[config.mk]
export PLATFORM = sky130hd
export DESIGN_NAME = pcs_tx_scrambler
export DESIGN_NICKNAME = d
export VERILOG_FILES = /design/src/rtl/pcs_pkg.sv /design/src/rtl/pcs_scrambler_core.sv /design/src/rtl/pcs_tx_scrambler.sv
export SDC_FILE = /design/constraint.sdc
export NUM_CORES = 1
export LEC_CHECK = 0
export ABC_AREA = 1
export CAP_MARGIN = 5
export CORE_MARGIN = 3
export CORE_UTILIZATION = 58
export CTS_BUF_LIST = sky130_fd_sc_hd__clkbuf_8
export CTS_CLUSTER_DIAMETER = 150
export DETAILED_ROUTE_END_ITERATION = 8
export GPL_TIMING_DRIVEN = 1
export PLACE_DENSITY = 0.8
export SLEW_MARGIN = 20
export SYNTH_ARGS = -nofsm -noshare
export SYNTH_HDL_FRONTEND = slang
export SYNTH_SLANG_ARGS = --single-unit
[constraint.sdc]
create_clock -name i_clk -period 3.04 [get_ports i_clk]
set_clock_uncertainty 0.1 [all_clocks]
set_input_delay 0.304 -clock i_clk [delete_from_list [all_inputs] [get_ports i_clk]]
set_output_delay 0.304 -clock i_clk [all_outputs]
set_load 0.005 [all_outputs]
[src/rtl/pcs_pkg.sv]
// -----------------------------------------------------------------------------
// pcs_pkg
// Shared definitions for the 64b/66b PCS scrambler datapath (TX scrambler and
// RX descrambler).
//   - Sync header encodings.
//   - Scrambler polynomial taps for x^58 + x^39 + 1 and the state width.
//   - pcs_word_t: one 32-bit payload word with its sync header. The skid buffer
//     and the output register both hold this type.
// -----------------------------------------------------------------------------
package pcs_pkg;

  // Sync header values produced by the 64b/66b encoder.
  localparam logic [1:0] SYNC_DATA = 2'b01;
  localparam logic [1:0] SYNC_CTRL = 2'b10;

  // Self-synchronous scrambler x^58 + x^39 + 1.
  localparam int SCR_TAP_A   = 39;
  localparam int SCR_TAP_B   = 58;
  localparam int SCR_STATE_W = 58;

  // Payload word width of this datapath.
  localparam int PCS_DATA_W  = 32;

  typedef struct packed {
    logic [1:0]            hdr;
    logic                  hdr_valid;
    logic [PCS_DATA_W-1:0] data;
  } pcs_word_t;

  // Build a word. The header field is forced to zero on non-header words so
  // that o_hdr never carries a stale or meaningless header downstream.
  function automatic pcs_word_t pcs_make_word(
    input logic [1:0]            hdr,
    input logic                  hdr_valid,
    input logic [PCS_DATA_W-1:0] data
  );
    pcs_word_t w;
    w.hdr       = hdr_valid ? hdr : 2'b00;
    w.hdr_valid = hdr_valid;
    w.data      = data;
    return w;
  endfunction

endpackage

[src/rtl/pcs_scrambler_core.sv]
// -----------------------------------------------------------------------------
// pcs_scrambler_core
// Purely combinational 32-bit step of the self-synchronous scrambler
// x^58 + x^39 + 1. It processes bits 0..31 in order (bit 0 goes on the line
// first):
//   out_i = d_i ^ h_{i-39} ^ h_{i-58}
// Here h is the bit history. The history is the scrambled output when
// scrambling and the received input when descrambling.
//
// Ports:
//   state      in  58  history; bit 57 is the most recent bit, bit 0 the oldest
//   data       in  32  word to scramble/descramble
//   next_state out 58  history after this word
//   scr_data   out 32  scrambled (or descrambled) word
//
// Parameter:
//   DESCRAMBLE  0: the feedback is the output (TX scrambler)
//               1: the feedback is the input  (RX descrambler)
// -----------------------------------------------------------------------------
module pcs_scrambler_core
  import pcs_pkg::*;
#(
  parameter bit DESCRAMBLE = 1'b0
) (
  input  logic [SCR_STATE_W-1:0] state,
  input  logic [PCS_DATA_W-1:0]  data,
  output logic [SCR_STATE_W-1:0] next_state,
  output logic [PCS_DATA_W-1:0]  scr_data
);

  localparam int EXT_W = SCR_STATE_W + PCS_DATA_W;

  // Extended history. The low 58 bits are the incoming state. Each new bit is
  // appended above them, so bit i of this word sits at index SCR_STATE_W + i,
  // and "k bits ago" is index SCR_STATE_W + i - k.
  logic [EXT_W-1:0] hist;

  always_comb begin
    hist                   = '0;
    hist[SCR_STATE_W-1:0]  = state;
    scr_data               = '0;
    for (int i = 0; i < PCS_DATA_W; i++) begin
      scr_data[i] = data[i]
                  ^ hist[SCR_STATE_W + i - SCR_TAP_A]
                  ^ hist[SCR_STATE_W + i - SCR_TAP_B];
      hist[SCR_STATE_W + i] = DESCRAMBLE ? data[i] : scr_data[i];
    end
    next_state = hist[EXT_W-1 -: SCR_STATE_W];
  end

endmodule

[src/rtl/pcs_tx_scrambler.sv]
// -----------------------------------------------------------------------------
// pcs_tx_scrambler
// 64b/66b TX scrambler with a 32-bit datapath. It sits between the 64b/66b
// encoder and the TX gearbox. The payload is scrambled with x^58 + x^39 + 1.
// The 2-bit sync header is not scrambled and travels alongside its word.
// A one-entry skid buffer and a registered pause absorb the gearbox's
// one-cycle pause. A sticky flag reports header/word misalignment.
//
// Ports:
//   i_clk         in   1   clock
//   i_reset       in   1   synchronous active-high reset
//   i_data        in  32   encoded payload word, LSB transmitted first
//   i_data_valid  in   1   word present; accepted when high and o_pause low
//   i_hdr         in   2   sync header, meaningful only with i_hdr_valid
//   i_hdr_valid   in   1   first (header-bearing) word of a 66b block
//   i_bypass      in   1   payload passes unscrambled; scrambler state holds
//   i_pause       in   1   gearbox pause: hold the output this cycle
//   o_pause       out  1   registered back-pressure to the encoder
//   o_data        out 32   scrambled word
//   o_data_valid  out  1   o_data valid
//   o_hdr         out  2   header aligned with o_data (0 on non-header words)
//   o_hdr_valid   out  1   o_data is the first word of a block
//   o_align_err   out  1   sticky alignment error
// -----------------------------------------------------------------------------
module pcs_tx_scrambler
  import pcs_pkg::*;
#(
  parameter int                     DATA_WIDTH = 32,
  parameter logic [SCR_STATE_W-1:0] SCR_SEED   = 58'h3FF_FFFF_FFFF_FFFF
) (
  input  logic                  i_clk,
  input  logic                  i_reset,
  input  logic [DATA_WIDTH-1:0] i_data,
  input  logic                  i_data_valid,
  input  logic [1:0]            i_hdr,
  input  logic                  i_hdr_valid,
  input  logic                  i_bypass,
  input  logic                  i_pause,
  output logic                  o_pause,
  output logic [DATA_WIDTH-1:0] o_data,
  output logic                  o_data_valid,
  output logic [1:0]            o_hdr,
  output logic                  o_hdr_valid,
  output logic                  o_align_err
);

  // The scrambler core and the word struct are built for 32 bits only.
  if (DATA_WIDTH != PCS_DATA_W) begin : g_bad_width
    $error("pcs_tx_scrambler supports DATA_WIDTH == 32 only");
  end

  logic                   accept;
  logic [SCR_STATE_W-1:0] scr_state_p1;
  logic [SCR_STATE_W-1:0] scr_next_state;
  logic [PCS_DATA_W-1:0]  scr_data;
  pcs_word_t              in_word_p0;

  pcs_word_t              skid_word_p1;
  logic                   skid_vld_p1;
  logic                   skid_vld_next;

  pcs_word_t              out_word_p1;
  logic                   out_vld_p1;

  logic                   pause_p1;
  logic                   expect_hdr_p1;
  logic                   align_err_p1;

  assign accept = i_data_valid & ~pause_p1;

  // ---- stage p0: combinational scramble of the incoming word ----
  pcs_scrambler_core #(
    .DESCRAMBLE (1'b0)
  ) u_core (
    .state      (scr_state_p1),
    .data       (i_data),
    .next_state (scr_next_state),
    .scr_data   (scr_data)
  );

  // In bypass mode the raw word goes through. The state does not advance (see
  // below), so scrambling resumes exactly where it stopped.
  assign in_word_p0 = pcs_make_word(i_hdr, i_hdr_valid,
                                    i_bypass ? i_data : scr_data);

  // ---- stage p1: scrambler state, skid, output register, control ----
  always_ff @(posedge i_clk) begin
    if (i_reset) begin
      scr_state_p1 <= SCR_SEED;
    end else if (accept && !i_bypass) begin
      scr_state_p1 <= scr_next_state;
    end
  end

  // Skid occupancy: any unpaused cycle empties it, either by draining it into
  // the output register or because it was already empty. A word accepted while
  // paused is parked here.
  always_comb begin
    skid_vld_next = skid_vld_p1;
    if (!i_pause) begin
      skid_vld_next = 1'b0;
    end else if (accept) begin
      skid_vld_next = 1'b1;
    end
  end

  always_ff @(posedge i_clk) begin
    if (i_pause && accept) begin
      skid_word_p1 <= in_word_p0;
    end
  end

  // The output register loads only when the gearbox is not pausing. The skid
  // has priority over the live input, which preserves word order. Because
  // o_pause is high whenever the skid is full, no new word can be accepted in
  // the same cycle as a drain.
  always_ff @(posedge i_clk) begin
    if (i_reset) begin
      out_word_p1 <= '0;
      out_vld_p1  <= 1'b0;
    end else if (!i_pause) begin
      if (skid_vld_p1) begin
        out_word_p1 <= skid_word_p1;
        out_vld_p1  <= 1'b1;
      end else if (accept) begin
        out_word_p1 <= in_word_p0;
        out_vld_p1  <= 1'b1;
      end else begin
        out_word_p1 <= '0;
        out_vld_p1  <= 1'b0;
      end
    end
  end

  // Back-pressure and alignment tracking. o_pause follows i_pause one cycle
  // later. It also stays high for the whole time the skid is occupied,
  // including the drain cycle, so the encoder cannot offer a word until the
  // skid has emptied into the output register.
  always_ff @(posedge i_clk) begin
    if (i_reset) begin
      skid_vld_p1   <= 1'b0;
      pause_p1      <= 1'b0;
      expect_hdr_p1 <= 1'b1;
      align_err_p1  <= 1'b0;
    end else begin
      skid_vld_p1 <= skid_vld_next;
      pause_p1    <= i_pause | skid_vld_next | skid_vld_p1;
      if (accept) begin
        if (i_hdr_valid != expect_hdr_p1) begin
          align_err_p1 <= 1'b1;
        end
        // A block is two words. The next slot is the opposite of the word
        // just received. This also resynchronises the tracker after an error.
        expect_hdr_p1 <= ~i_hdr_valid;
      end
    end
  end

  // A word arriving while the skid is occupied would be lost.
  always @(posedge i_clk) begin
    if (!i_reset) begin
      assert (!(accept && skid_vld_p1));
    end
  end

  assign o_pause      = pause_p1;
  assign o_data       = out_word_p1.data;
  assign o_data_valid = out_vld_p1;
  assign o_hdr        = out_word_p1.hdr;
  assign o_hdr_valid  = out_word_p1.hdr_valid;
  assign o_align_err  = align_err_p1;

endmodule

==> impl_metrics.json, run 1 <==
{
  "die_width_um": 110,
  "globalRouteOverflowTotal": 0,
  "ctsHoldBuffers": 0,
  "postPlaceCellArea_mm2": 0.00713,
  "clkLatencyLatePin_ns": 0.45,
  "grt_max_degree": 41,
  "cp-start-kind": "input port",
  "portBuffers": 77,
  "route.detailed.vias_per_inst": 5.71,
  "power.total_mw": 3.92,
  "syn_inst": 837,
  "synth-seq-area-share": 0.478,
  "layout.cells.most_common": "sky130_fd_sc_hd__nand2_1",
  "floorplan.rows": 37,
  "layout.nets": 945,
  "setup_tns_ns": 0,
  "min_delay_path_depth": 2,
  "cts_setup_buffers": 0,
  "net-switching-power_mw": 1.10,
  "grtUsageTotal": 0.310,
  "finalSetupViolCount": 0,
  "final.period_utilization": 0.606,
  "rsz0062_at_grt": "no",
  "postRouteWirelength_mm": 17.6,
  "worst-slew-pin-transition_ns": 0.793,
  "clock.fmax_mhz": 543,
  "floorplan.die.height_um": 110,
  "mean_post_synth_cell_area_um2": 7.52,
  "num_antenna_cells": 0,
  "fin_area_mm2": 0.00746,
  "initialDrtViolationCount": 574,
  "postLayoutCoreUtil": 0.713,
  "most-common-layout-cells": "sky130_fd_sc_hd__nand2_1 (236), sky130_fd_sc_hd__nand3_1 (103), sky130_fd_sc_hd__inv_1 (99), sky130_fd_sc_hd__a21oi_1 (98), sky130_fd_sc_hd__dfxtp_1 (98)",
  "detailroute.via_count": 6021,
  "synth_warnings": 0,
  "ir_drop_uv": 361,
  "hold_violations": 0,
  "holdCritStartpoint": "scr_state_p1[53]",
  "worst-endpoint-required_ns": 3.29,
  "synthesis.area_mm2": 0.00630,
  "detail-route-antenna-nets": 0,
  "switching_share": 0.281,
  "fp.coreArea_mm2": 0.0105,
  "syn2layout_area_growth_pct": 18.5,
  "timing.final.ws_setup_ns": 1.20,
  "drive_above_1_share": 0.0512,
  "rr_startpoint": "o_pause",
  "worstHoldEndpoint": "scr_state_p1[21]",
  "max-slew-margin-rel": 0.471,
  "outcome": "finished clean",
  "grt_antenna_before_repair": 0,
  "dieArea_mm2": 0.0121,
  "detail_placement_hpwl_mm": 12.8,
  "yosys_cell_types": 21,
  "syn_nets": 877,
  "top_level_ports": 78,
  "tritoncts_clock_tree": "built",
  "first_pass_drt_iterations": 6,
  "first_global_vias": 5747,
  "cts_num_sinks": 133,
  "maxSlewViolCount": 0,
  "power-per-cell-area_mw_per_mm2": 525,
  "worst_ep_arrival_time_ns": 2.09,
  "wire_length_of_the_first_global_routing_pass_mm": 28.6,
  "timing.max_cap.violations": 0,
  "worst_setup_path_end_kind": "register",
  "clk_pin_slew_ns": 0.07,
  "power.share.combinational": 0.170,
  "cts.repair.resized": 0,
  "holdCritPathClass": "reg -> reg",
  "share_of_total_power_in_sequential_cells": 0.513,
  "floorplan.initialDensity": 0.602,
  "detailedPlace.worstSlack_ns": 0.778,
  "power_leakage_nw": 3.52,
  "clockRootBuffer": "sky130_fd_sc_hd__clkbuf_8",
  "r2r_end": "scr_state_p1[4]",
  "final.min_clock_period_ns": 1.84,
  "tritoncts.num_buffers": 17,
  "final_estimated_routing_congestion_in_global_placement": 0.945,
  "internal_power_mw": 2.82,
  "filler_cell_count": 875,
  "htree_depth": 4,
  "timing.setup.critical_path_class": "in -> reg",
  "maximum_fanout_count_along_the_critical_path": 24,
  "setup.reg_to_reg.worst_slack_ns": 1.21,
  "clockBufferDepth": 2,
  "power.share.clock": 0.317,
  "critical_path.startpoint": "i_data_valid",
  "wl_cell_um": 16.7,
  "length_in_cells_of_the_worst_reg_to_reg_path": 6,
  "drc": 0,
  "synth.ff_latch_count": 133
}
==> power groups by stage <==
stage | registers, mW | clock network, mW | logic, mW
6_report | 2.01 | 1.24 | 0.667
5_1_grt | 2.02 | 1.33 | 0.752
4_1_cts | 2.01 | 1.26 | 0.662
3_5_place_dp | 2.05 | 0 | 0.657
3_3_place_gp | 2.04 | 0 | 0.639
2_1_floorplan | 2.02 | 0 | 0.416
==> per-layer routing <==
metal	vias to the layer above	GRT usage	wire, um
li1	2915	-	-
met1	2786	0.408	7420
met2	278	0.495	8050
met3	42	0.0769	1650
met4	0	0.117	478
met5	-	0.0223	0
==> state kept, by name, indices dropped and copies added (netlist names) <==
| name | flops |
|---|---|
| expect_hdr_p1 | 1 |
| o_align_err | 1 |
| o_data | 32 |
| o_data_valid | 1 |
| o_hdr | 2 |
| o_hdr_valid | 1 |
| o_pause | 1 |
| scr_state_p1 | 58 |
| skid_vld_p1 | 1 |
| skid_word_p1 | 35 |
==> cell usage after synthesis <==
cell / count / share of area
sky130_fd_sc_hd__nand2_1: 236 / 0.14
sky130_fd_sc_hd__o21ai_0: 53 / 0.042
sky130_fd_sc_hd__and2_1: 32 / 0.032
sky130_fd_sc_hd__nand3_1: 103 / 0.082
sky130_fd_sc_hd__inv_1: 93 / 0.055
sky130_fd_sc_hd__inv_4: 2 / 0.0020
sky130_fd_sc_hd__nor2_4: 2 / 0.0036
sky130_fd_sc_hd__dfxtp_1: 98 / 0.31
sky130_fd_sc_hd__o211ai_1: 26 / 0.031
sky130_fd_sc_hd__edfxtp_1: 35 / 0.17
sky130_fd_sc_hd__a22oi_1: 1 / 0.0012
sky130_fd_sc_hd__buf_6: 7 / 0.013
sky130_fd_sc_hd__nor2_8: 1 / 0.0032
sky130_fd_sc_hd__o21ai_1: 10 / 0.0079
sky130_fd_sc_hd__a211oi_1: 1 / 0.0012
sky130_fd_sc_hd__a21oi_1: 98 / 0.078
sky130_fd_sc_hd__a31oi_1: 1 / 0.00099
sky130_fd_sc_hd__buf_2: 10 / 0.0079
sky130_fd_sc_hd__buf_4: 6 / 0.0072
sky130_fd_sc_hd__nor2_1: 1 / 0.00060
sky130_fd_sc_hd__clkbuf_1: 21 / 0.013
==> kinds of logic (layout without fill, tap and decap cells) <==
| kind of cell | after synthesis | in the layout | share of synthesized area |
|---|---|---|---|
| AND/OR/NAND/NOR | 375 | 375 | 0.262 |
| AO/OA/AOI/OAI | 190 | 190 | 0.162 |
| buffers and inverters | 139 | 220 | 0.0976 |
| flip-flops | 133 | 133 | 0.478 |
==> worst max-delay path, stage by stage <==
cell and delay [ns]:
sky130_fd_sc_hd__clkdlybuf4s50_1 0.46, sky130_fd_sc_hd__inv_1 0.06, sky130_fd_sc_hd__nor2_4 0.12, sky130_fd_sc_hd__inv_4 0.08, sky130_fd_sc_hd__nor2_4 0.53, sky130_fd_sc_hd__buf_4 0.33, sky130_fd_sc_hd__a21oi_1 0.09, sky130_fd_sc_hd__o21ai_0 0.10
==> final cells by class <==
cell class | instances | area [um^2] | share of cell area
Clock inverter | 12 | 52.6 | 0.00704
Sequential cell | 133 | 3010 | 0.404
Multi-Input combinational cell | 565 | 2670 | 0.358
Clock buffer | 20 | 275 | 0.0369
Tap cell | 136 | 170 | 0.0228
Timing Repair Buffer | 93 | 916 | 0.123
Inverter | 95 | 362 | 0.0485
==> metrics by stage <==
step           instances  hold slack [ns]
2_1_floorplan        837            0.303
3_3_place_gp        1022            0.351
3_5_place_dp        1022            0.358
4_1_cts             1054            0.377
5_1_grt             1054            0.401
6_report            1054            0.374
==> worst max path at each step <==
stage / end / slack (ns) / depth (start not counted)
5_1_grt: scr_state_p1[4] / 1.10 / 6
4_1_cts: scr_state_p1[4] / 1.23 / 8
6_report: scr_state_p1[4] / 1.20 / 8
3_3_place_gp: scr_state_p1[29] / 0.85 / 7
2_1_floorplan: skid_word_p1[0] / 0.33 / 4
3_5_place_dp: scr_state_p1[4] / 0.78 / 8
Power figures use the tool's default switching activity.
==> run 2, diff against run 1 <==
Settings changed: CORE_UTILIZATION 58 to 52, PLACE_DENSITY 0.8 to 0.75.
Clock period 3.04 ns to 1.58 ns, I/O delays scaled along.
==> run 2 against run 1 <==
Non-clock buffer count increased by 35. Final area rose by 6.1%. Global-route usage shrank 2.5 points. Hold slack worse by 0.11 ns. Flip-flop and latch count is the same. Total power is 100% higher. Critical path depth down 7. Sequential power rose by 93%. Sequential share of layout area shrank 2.1 points. Combinational power up 110%. Final cell count increased by 4.0%.
==> impl_metrics.json, run 2 (synthesis gave the netlist of run 1 again) <==
{
  "wl_cell_um": 16.7,
  "first_pass_drt_iterations": 6,
  "worstHoldEndpoint": "o_hdr[0]",
  "maximum_fanout_count_along_the_critical_path": 2,
  "detailedPlace.worstSlack_ns": -0.154,
  "layout.nets": 980,
  "finalSetupViolCount": 0,
  "tritoncts_clock_tree": "built",
  "clk_pin_slew_ns": 0.08,
  "r2r_end": "scr_state_p1[45]",
  "clockBufferDepth": 2,
  "top_level_ports": 78,
  "min_delay_path_depth": 5,
  "rr_startpoint": "o_pause",
  "clkLatencyLatePin_ns": 0.45,
  "syn2layout_area_growth_pct": 25.7,
  "share_of_total_power_in_sequential_cells": 0.490,
  "floorplan.initialDensity": 0.542,
  "most-common-layout-cells": "sky130_fd_sc_hd__nand2_1 (236), sky130_fd_sc_hd__nand3_1 (103), sky130_fd_sc_hd__a21oi_1 (98), sky130_fd_sc_hd__inv_1 (93), sky130_fd_sc_hd__dfxtp_1 (86)",
  "timing.final.ws_setup_ns": 0.0466,
  "max-slew-margin-rel": 0.719,
  "worst_ep_arrival_time_ns": 1.28,
  "wire_length_of_the_first_global_routing_pass_mm": 29.5,
  "power.total_mw": 7.90,
  "detail-route-antenna-nets": 0,
  "drc": 0,
  "regMostFlops": "scr_state_p1",
  "detail_placement_hpwl_mm": 13.4,
  "rsz0062_at_grt": "no",
  "setup.reg_to_reg.worst_slack_ns": 0.11,
  "floorplan.die.height_um": 116,
  "floorplan.rows": 39,
  "worst_setup_path_end_kind": "primary output",
  "total_area_of_multi_input_combinational_cells_mm2": 0.00268,
  "clock.fmax_mhz": 652,
  "tritoncts.num_buffers": 17,
  "power-per-cell-area_mw_per_mm2": 998,
  "portBuffers": 77,
  "worst-slew-pin-transition_ns": 0.421,
  "power.share.combinational": 0.176,
  "drive_above_1_share": 0.103,
  "final.min_clock_period_ns": 1.53,
  "cts_num_sinks": 133,
  "final.period_utilization": 0.971,
  "internal_power_mw": 5.70,
  "route.detailed.vias_per_inst": 5.52,
  "worstPathBufferInverterCount": 1,
  "htree_depth": 4,
  "net-switching-power_mw": 2.20,
  "max_stage_delay_ns": 0.49,
  "power.share.clock": 0.335,
  "first_global_vias": 5879,
  "switching_share": 0.279,
  "grtUsageTotal": 0.286,
  "fp.coreArea_mm2": 0.0116,
  "seq_area_mm2": 0.00303,
  "timing.max_cap.violations": 0,
  "clockRootBuffer": "sky130_fd_sc_hd__clkbuf_8",
  "outcome": "finished clean",
  "layout.cells.most_common": "sky130_fd_sc_hd__nand2_1",
  "grt_antenna_before_repair": 0,
  "timing.critical_path.max_delay_family": "buffers and inverters",
  "timing.critical_path.slowest_stage_cell": "sky130_fd_sc_hd__clkdlybuf4s50_1",
  "holdCritPathClass": "in -> reg",
  "ctsHoldBuffers": 0,
  "worst-endpoint-required_ns": 1.32,
  "holdCritStartpoint": "i_hdr[0]",
  "num_antenna_cells": 0,
  "globalRouteOverflowTotal": 0,
  "detailroute.via_count": 6050,
  "cp-start-kind": "register",
  "ir_drop_uv": 608,
  "timing.critical_path.cells": "clkdlybuf4s50_1",
  "length_in_cells_of_the_worst_reg_to_reg_path": 8,
  "timing.setup.critical_path_class": "reg -> out",
  "largest_register_ffs": 58,
  "postRouteWirelength_mm": 18.3,
  "initialDrtViolationCount": 492,
  "final_estimated_routing_congestion_in_global_placement": 0.908,
  "maxSlewViolCount": 0,
  "filler_cell_count": 1014,
  "die_width_um": 116,
  "power_leakage_nw": 4.03,
  "hold_violations": 0,
  "grt_max_degree": 48,
  "dieArea_mm2": 0.0135
}
==> run 2: changes by cell type in the layout (fill, tap and decap cells not counted), moves of 3 or more <==
cell,before,now
sky130_fd_sc_hd__clkbuf_8,20,17
sky130_fd_sc_hd__clkdlybuf4s50_1,77,50
sky130_fd_sc_hd__inv_1,99,93
sky130_fd_sc_hd__buf_4,14,41
sky130_fd_sc_hd__clkinv_2,4,10
sky130_fd_sc_hd__dlygate4sd2_1,0,9
sky130_fd_sc_hd__dlymetal6s2s_1,0,18
sky130_fd_sc_hd__dfxtp_1,98,86
sky130_fd_sc_hd__dfxtp_2,0,12
sky130_fd_sc_hd__buf_12,2,10
==> run 2: power by group through the flow <==
stage / Sequential, mW / Clock (mW) / Combinational, mW
2_1_floorplan: 3.89 / 0 / 0.802
3_3_place_gp: 3.93 / 0 / 1.36
3_5_place_dp: 3.94 / 0 / 1.39
4_1_cts: 3.86 / 2.69 / 1.39
5_1_grt: 3.89 / 2.84 / 1.55
6_report: 3.87 / 2.65 / 1.39
==> run 2: layout make-up <==
class / count / area share
Inverter: 95 / 0.0457
Clock buffer: 17 / 0.0296
Multi-Input combinational cell: 565 / 0.338
Clock inverter: 15 / 0.0153
Tap cell: 143 / 0.0226
Sequential cell: 133 / 0.383
Timing Repair Buffer: 128 / 0.166
==> run 2: through the flow <==
stage          instance area (um^2)  setup TNS, ns  hold slack, ns  utilization  instances
5_1_grt                        7910              0           0.304        0.681       1096
4_1_cts                        7870              0           0.243        0.677       1096
3_3_place_gp                   7500         -11.25           0.351        0.646       1063
6_report                       7910              0           0.262        0.681       1096
3_5_place_dp                   7500         -11.33           0.360        0.646       1063
2_1_floorplan                  6310              0           0.157            -        837
==> run 2: what timing repair did <==
action,in CTS,in global routing
gates resized for setup,17,21
setup endpoints to repair,16,20
setup buffers,1,0
==> run 2: metal layers <==
metal | routed length, um | vias up | GRT usage | part of all wire
met5 | 0 | - | 0 | 0
met4 | 359 | 0 | 0.104 | 0.020
met3 | 1150 | 28 | 0.0543 | 0.063
met2 | 8720 | 213 | 0.475 | 0.48
met1 | 8020 | 2826 | 0.373 | 0.44
li1 | - | 2983 | - | -
==> run 2: worst max-delay path by stage <==
stage / endpoint / depth (start not counted) / slack [ns] / start
3_3_place_gp: scr_state_p1[42] / 9 / -0.15 / i_data_valid
2_1_floorplan: skid_word_p1[0] / 4 / 0.001 / i_pause
5_1_grt: o_pause / 1 / 0.00004 / o_pause
6_report: o_data[17] / 1 / 0.05 / o_data[17]
4_1_cts: o_data[15] / 1 / 0.0009 / o_data[15]
3_5_place_dp: skid_word_p1[30] / 5 / -0.15 / i_bypass
==> run 2: worst register-to-register path: stages, from the launching register on <==
cell and delay (ns):
sky130_fd_sc_hd__dfxtp_2 0.32, sky130_fd_sc_hd__buf_4 0.13, sky130_fd_sc_hd__nor2_4 0.10, sky130_fd_sc_hd__inv_4 0.08, sky130_fd_sc_hd__nor2_4 0.15, sky130_fd_sc_hd__buf_12 0.21, sky130_fd_sc_hd__buf_4 0.17, sky130_fd_sc_hd__nand2_1 0.06
sky130_fd_sc_hd__o211ai_1 0.08
